### config.mk
export PLATFORM = sky130hd
export DESIGN_NAME = gfx_rom_arbiter
export DESIGN_NICKNAME = d
export VERILOG_FILES = /design/src/rtl/gfx_rom_arbiter.sv
export SDC_FILE = /design/constraint.sdc
export NUM_CORES = 1
export LEC_CHECK = 0
export ABC_AREA = 0
export CELL_PAD_IN_SITES_DETAIL_PLACEMENT = 1
export CELL_PAD_IN_SITES_GLOBAL_PLACEMENT = 1
export CORE_ASPECT_RATIO = 1.2
export CORE_MARGIN = 2
export CORE_UTILIZATION = 40
export CTS_CLUSTER_DIAMETER = 40
export CTS_CLUSTER_SIZE = 20
export DETAILED_ROUTE_END_ITERATION = 8
export GPL_TIMING_DRIVEN = 0
export PLACE_DENSITY = 0.87
export SETUP_SLACK_MARGIN = 0.2
export SLEW_MARGIN = 25
export SYNTH_ARGS = -nofsm -noshare
export SYNTH_HDL_FRONTEND = slang
export SYNTH_SLANG_ARGS = --single-unit
### constraint.sdc
create_clock -name CLK_32M -period 6.8 [get_ports CLK_32M]
set_input_delay 1.36 -clock CLK_32M [delete_from_list [all_inputs] [get_ports CLK_32M]]
set_output_delay 1.36 -clock CLK_32M [all_outputs]
set_load 0.02 [all_outputs]
### src/rtl/gfx_rom_arbiter.sv
// Round-robin arbiter sharing one SDRAM graphics-ROM read port between NUM_REQ fetch clients.
// Optional macro GFX_ROM_ARB_TIMEOUT_EN: abandon a read after 255 WAIT cycles and return zero data.
module gfx_rom_arbiter #(
  parameter int NUM_REQ = 3,
  parameter int AW      = 20,
  parameter int DW      = 32
) (
  input  logic                  CLK_32M,
  input  logic                  RESET_N,
  input  logic [NUM_REQ-1:0]    req,
  input  logic [NUM_REQ*AW-1:0] req_addr,
  output logic [NUM_REQ-1:0]    rsp_rdy,
  output logic [DW-1:0]         rsp_data,
  output logic                  busy,
  output logic [AW-1:0]         sdr_addr,
  output logic                  sdr_req,
  input  logic                  sdr_rdy,
  input  logic [DW-1:0]         sdr_data,
  output logic [1:0]            o_dbg_state
);

  // Handshake: req[i] and sdr_rdy are single-cycle strobes with no back-pressure; the
  // arbiter keeps exactly one SDRAM read in flight (sdr_req pulse, then wait for sdr_rdy).
  localparam int PW = $clog2(NUM_REQ);

  typedef enum logic [1:0] {
    S_IDLE  = 2'd0,
    S_ISSUE = 2'd1,
    S_WAIT  = 2'd2
  } state_t;

  state_t              r_state;
  state_t              w_next_state;
  logic [NUM_REQ-1:0]  r_pend;
  logic [AW-1:0]       r_addr [NUM_REQ];
  logic [PW-1:0]       r_ptr;
  logic [PW-1:0]       r_gnt;
  logic [AW-1:0]       r_sdr_addr;
  logic                r_sdr_req;
  logic [NUM_REQ-1:0]  r_rsp_rdy;
  logic [DW-1:0]       r_rsp_data;

  logic [NUM_REQ-1:0]  w_pend_eff;
  logic                w_any;
  logic [PW-1:0]       w_sel;
  logic [PW:0]         w_idx;
  logic [AW-1:0]       w_sel_addr;
  logic                w_grant;
  logic                w_done;
  logic                w_timeout;

  // A request arriving while idle is granted straight from the port, saving a cycle.
  assign w_pend_eff = r_pend | req;
  assign w_any      = |w_pend_eff;
  assign w_grant    = (r_state == S_IDLE) && w_any;
  assign w_done     = (r_state == S_WAIT) && (sdr_rdy || w_timeout);

  always_comb begin
    w_sel = '0;
    w_idx = '0;
    for (int k = NUM_REQ - 1; k >= 0; k--) begin
      w_idx = {1'b0, r_ptr} + (PW+1)'(k);
      if (w_idx >= (PW+1)'(NUM_REQ)) w_idx = w_idx - (PW+1)'(NUM_REQ);
      if (w_pend_eff[w_idx[PW-1:0]]) w_sel = w_idx[PW-1:0];
    end
  end

  // A latched request takes precedence so a coincident new pulse is kept for the next grant.
  always_comb begin
    w_sel_addr = '0;
    for (int i = 0; i < NUM_REQ; i++) begin
      if (w_sel == PW'(i)) w_sel_addr = r_pend[i] ? r_addr[i] : req_addr[i*AW +: AW];
    end
  end

`ifdef GFX_ROM_ARB_TIMEOUT_EN
  logic [7:0] r_wait_cnt;

  always_ff @(posedge CLK_32M) begin
    if (!RESET_N) begin
      r_wait_cnt <= '0;
    end else if (r_state == S_ISSUE) begin
      r_wait_cnt <= '0;
    end else if (r_state == S_WAIT) begin
      r_wait_cnt <= r_wait_cnt + 8'd1;
    end
  end

  assign w_timeout = (r_wait_cnt == 8'd255);
`else
  assign w_timeout = 1'b0;
`endif

  always_ff @(posedge CLK_32M) begin
    if (!RESET_N) r_state <= S_IDLE;
    else          r_state <= w_next_state;
  end

  always_comb begin
    w_next_state = r_state;
    case (r_state)
      S_IDLE:  if (w_grant) w_next_state = S_ISSUE;
      S_ISSUE: w_next_state = S_WAIT;
      S_WAIT:  if (w_done) w_next_state = S_IDLE;
      default: w_next_state = S_IDLE;
    endcase
  end

  always_ff @(posedge CLK_32M) begin
    if (!RESET_N) begin
      r_pend     <= '0;
      r_ptr      <= '0;
      r_gnt      <= '0;
      r_sdr_addr <= '0;
      r_sdr_req  <= 1'b0;
      r_rsp_rdy  <= '0;
      r_rsp_data <= '0;
      for (int i = 0; i < NUM_REQ; i++) r_addr[i] <= '0;
    end else begin
      r_sdr_req <= 1'b0;
      r_rsp_rdy <= '0;
      for (int i = 0; i < NUM_REQ; i++) begin
        if (w_grant && (w_sel == PW'(i))) r_pend[i] <= r_pend[i] & req[i];
        else if (req[i])                  r_pend[i] <= 1'b1;
        if (req[i]) r_addr[i] <= req_addr[i*AW +: AW];
      end
      if (w_grant) begin
        r_sdr_addr <= w_sel_addr;
        r_sdr_req  <= 1'b1;
        r_gnt      <= w_sel;
        r_ptr      <= (w_sel == PW'(NUM_REQ - 1)) ? '0 : w_sel + PW'(1);
      end
      if (w_done) begin
        r_rsp_data <= sdr_rdy ? sdr_data : '0;
        for (int i = 0; i < NUM_REQ; i++) r_rsp_rdy[i] <= (r_gnt == PW'(i));
      end
    end
  end

  always_comb begin
    rsp_rdy     = r_rsp_rdy;
    rsp_data    = r_rsp_data;
    sdr_addr    = r_sdr_addr;
    sdr_req     = r_sdr_req;
    busy        = (r_state != S_IDLE) || (|r_rsp_rdy);
    o_dbg_state = r_state;
  end

endmodule

==> summary.txt <==
Status - completed
Hold depth - 2
Fin util - 0.585
# IOs - 157
Clock slew at reported path FFs - 0.05 ns
Crit path max-delay family - simple AND/OR/NAND/NOR gates
Worst setup path class - flip-flop to output pin
Fillers - 1,488
Net Count, Synth - 626
DRC violations left - 0
Synthesis-to-finish area growth - 43.3%
Vias per inst - 5.21
CTS Buf Count - 17
Max-cap viol count - 0
Clk_skew - 0.00615 ns
Hold Vio Cnt, Final - 0
Synthesis Warnings - 0
Worst slack, placed - 3.02 ns
Maximum vdd ir drop - 0.000199 V
Cell row count - 47
Nets - 801
Final wirelength - 17.0 mm
Slew at the pin closest to its max-slew limit - 0.990 ns
IO Port Bufs - 156
Unique masters post-synth - 37
Tot GR Track Use - 0.233
Lkg Pwr - 2.90 nW
FF-to-FF path depth - 8
Grt total ovfl - 0
WL/cell - 19.3 um
Initial antenna violation count - 0
First DRT Iteration DRCs - 249
Worst endpoint required time - 5.44 ns
Largest net degree at the start of global routing - 21
PostCTS Resize Cnt - 0
Register area - 3100 um^2
ANT cells - 0
Setup TNS - 0 ns
CTS tree - done
Cells after synthesis - 525
Die H - 134 um
CP max-delay cell - clkdlybuf4s50_1
Final Max Tran Viols - 0
Share of synthesized registers carrying an async set or reset - 0
CTS root buf - clkbuf_16
First-pass GRT wire length - 27.4 mm
Sequential fraction of the synthesis area - 0.550
Mapped cell area - 5650 um^2
Setup violators final - 0
Multi-input logic area - 2370 um^2
Layout cells sized above 1 - 0.112
Design Power - 2.59 mW
Endpoint class of the critical path - output pin
RSZ-0062 raised after global routing - false
R2r setup slk - 4.17 ns
Worst min-delay path startpoint - rsp_data[0]$_SDFFE_PN0P_
DR pass1 iterations - 4
Antenna-violating nets left - 0
Worst path bufs/invs - 1
Crit path DAT - 2.15 ns
Vias in the first global route - 5,114
Number of synthesized flops with an enable pin - 60
Clock sink count - 125
Startpoint types - flip-flop
H-tree depth - 4
Setup bufs post-CTS - 0
CP Max Fanout - 5
Die width - 112 um
Initial core utilization - 0.409
Slew Limit Headroom - 0.340
Power Density - 320 nW/um^2
Hold buffer count at CTS - 0
Gp weighted congestion - 0.808
Synth Register Bits - 125
Post-DP HPWL - 12.6 mm
Hold Crit Class - flip-flop to flip-flop
Max Fclk - 285 MHz
Worst reg2reg endpoint - sdr_addr[13]$_SDFFE_PN0N_
Worst Hold Path EP - rsp_data[0]$_SDFFE_PN0P_
Main synth FF type - dfxtp_1
Mean Syn Cell Area - 10.8 um^2
Clk buf depth - 2
Die area - 15,100 um^2
Final min period - 3.51 ns
Max stage delay on crit path - 0.58 ns
Crit-path cells - or2_2 > or4_1 > clkdlybuf4s50_1
Fin worst setup slack - 3.29 ns
Via count - 4,603
Tcrit/Tclk final - 0.516
Worst r2r src - r_ptr[0]$_SDFFE_PN0N_
Core area - 13,800 um^2
Clock latency at the later pin of the worst-skew pair - 0.41 ns
[cell families after synthesis]
| kind of cell | count (synthesis) | synth area share |
|---|---|---|
| AOI/OAI and AO/OA | 107 | 0.136 |
| adders and majority gates | 4 | 0.00842 |
| buffers and inverters | 40 | 0.0304 |
| DFF | 125 | 0.550 |
| muxes | 61 | 0.113 |
| and+or+nand+nor | 188 | 0.164 |
[flip-flops by register name (all words and copies together), names as in the netlist]
register,flops
r_ptr,2
r_pend,3
rsp_data,32
rsp_rdy,3
sdr_addr,20
r_addr,60
o_dbg_state,2
r_gnt,2
sdr_req,1
[cell usage in the layout (no fill, tap or decap), drive strengths merged, types with 4 or more instances in the layout]
cell type,n
mux2i,41
dfxtp,65
clkinv,4
mux2,20
o221ai,20
nand2,92
a21oi,78
buf,6
nand2b,4
clkdlybuf4s50,156
clkbuf,52
bufinv,6
and2,63
nor2,12
edfxtp,60
[power by group]
part / switching, mW / internal [mW] / total (mW)
Combinational: 0.350 / 0.293 / 0.643
Clock: 0.325 / 0.696 / 1.02
Sequential: 0.0472 / 0.881 / 0.928
[through the flow]
stage	hold WS (ns)	instance area [um^2]	std cells
5_1_grt	0.486	8090	884
2_1_floorplan	0.433	5650	525
3_5_place_dp	0.448	7420	852
4_1_cts	0.456	8090	884
3_3_place_gp	0.443	7420	852
6_report	0.462	8090	884
[routing by layer]
| metal | up-vias | part of all wire | track usage |
|---|---|---|---|
| li1 | 2214 | - | - |
| met1 | 2214 | 0.41 | 0.268 |
| met2 | 148 | 0.53 | 0.428 |
| met3 | 27 | 0.046 | 0.0461 |
| met4 | 0 | 0.018 | 0.0827 |
| met5 | - | 0 | 0 |
[final cells by class]
class                   count  share of cell area
repair buffers            156               0.193
multi-input cells         360               0.294
flip-flops and latches    125               0.384
clock inverters            11              0.0265
inverters                   3             0.00139
plain buffers              37              0.0198
well taps                 171              0.0265
clock buffers              21              0.0557
[worst max path at each step]
stage                                            from                         to  cells after the start
after detailed placement                       req[1]  sdr_addr[15]$_SDFFE_PN0N_                      7
after global placement                         req[1]   sdr_addr[4]$_SDFFE_PN0N_                      7
after CTS                 o_dbg_state[1]$_SDFFE_PN0P_                       busy                      3
after floorplan                                req[2]   sdr_addr[0]$_SDFFE_PN0N_                      6
final                     o_dbg_state[1]$_SDFFE_PN0P_                       busy                      3
after global routing      o_dbg_state[1]$_SDFFE_PN0P_                       busy                      3
[tightest hold or removal path: stages (launching register included)]
cell and delay (ns):
dfxtp_1 0.31, nand2_1 0.05, a21oi_1 0.06
[Yosys cell counts (3+ instances only)]
cell / number / area share
nand2_1: 92 / 0.061
edfxtp_1: 60 / 0.32
nor2_1: 12 / 0.0080
o221ai_2: 20 / 0.053
ha_1: 3 / 0.0066
and2_1: 62 / 0.069
inv_1: 3 / 0.0020
dfxtp_1: 65 / 0.23
clkbuf_1: 31 / 0.021
a21oi_1: 78 / 0.069
nand2b_1: 4 / 0.0044
nor3_1: 3 / 0.0027
or2_2: 3 / 0.0033
mux2i_1: 41 / 0.073
mux2_2: 20 / 0.040
No activity file was read; power rests on OpenSTA's default activity.
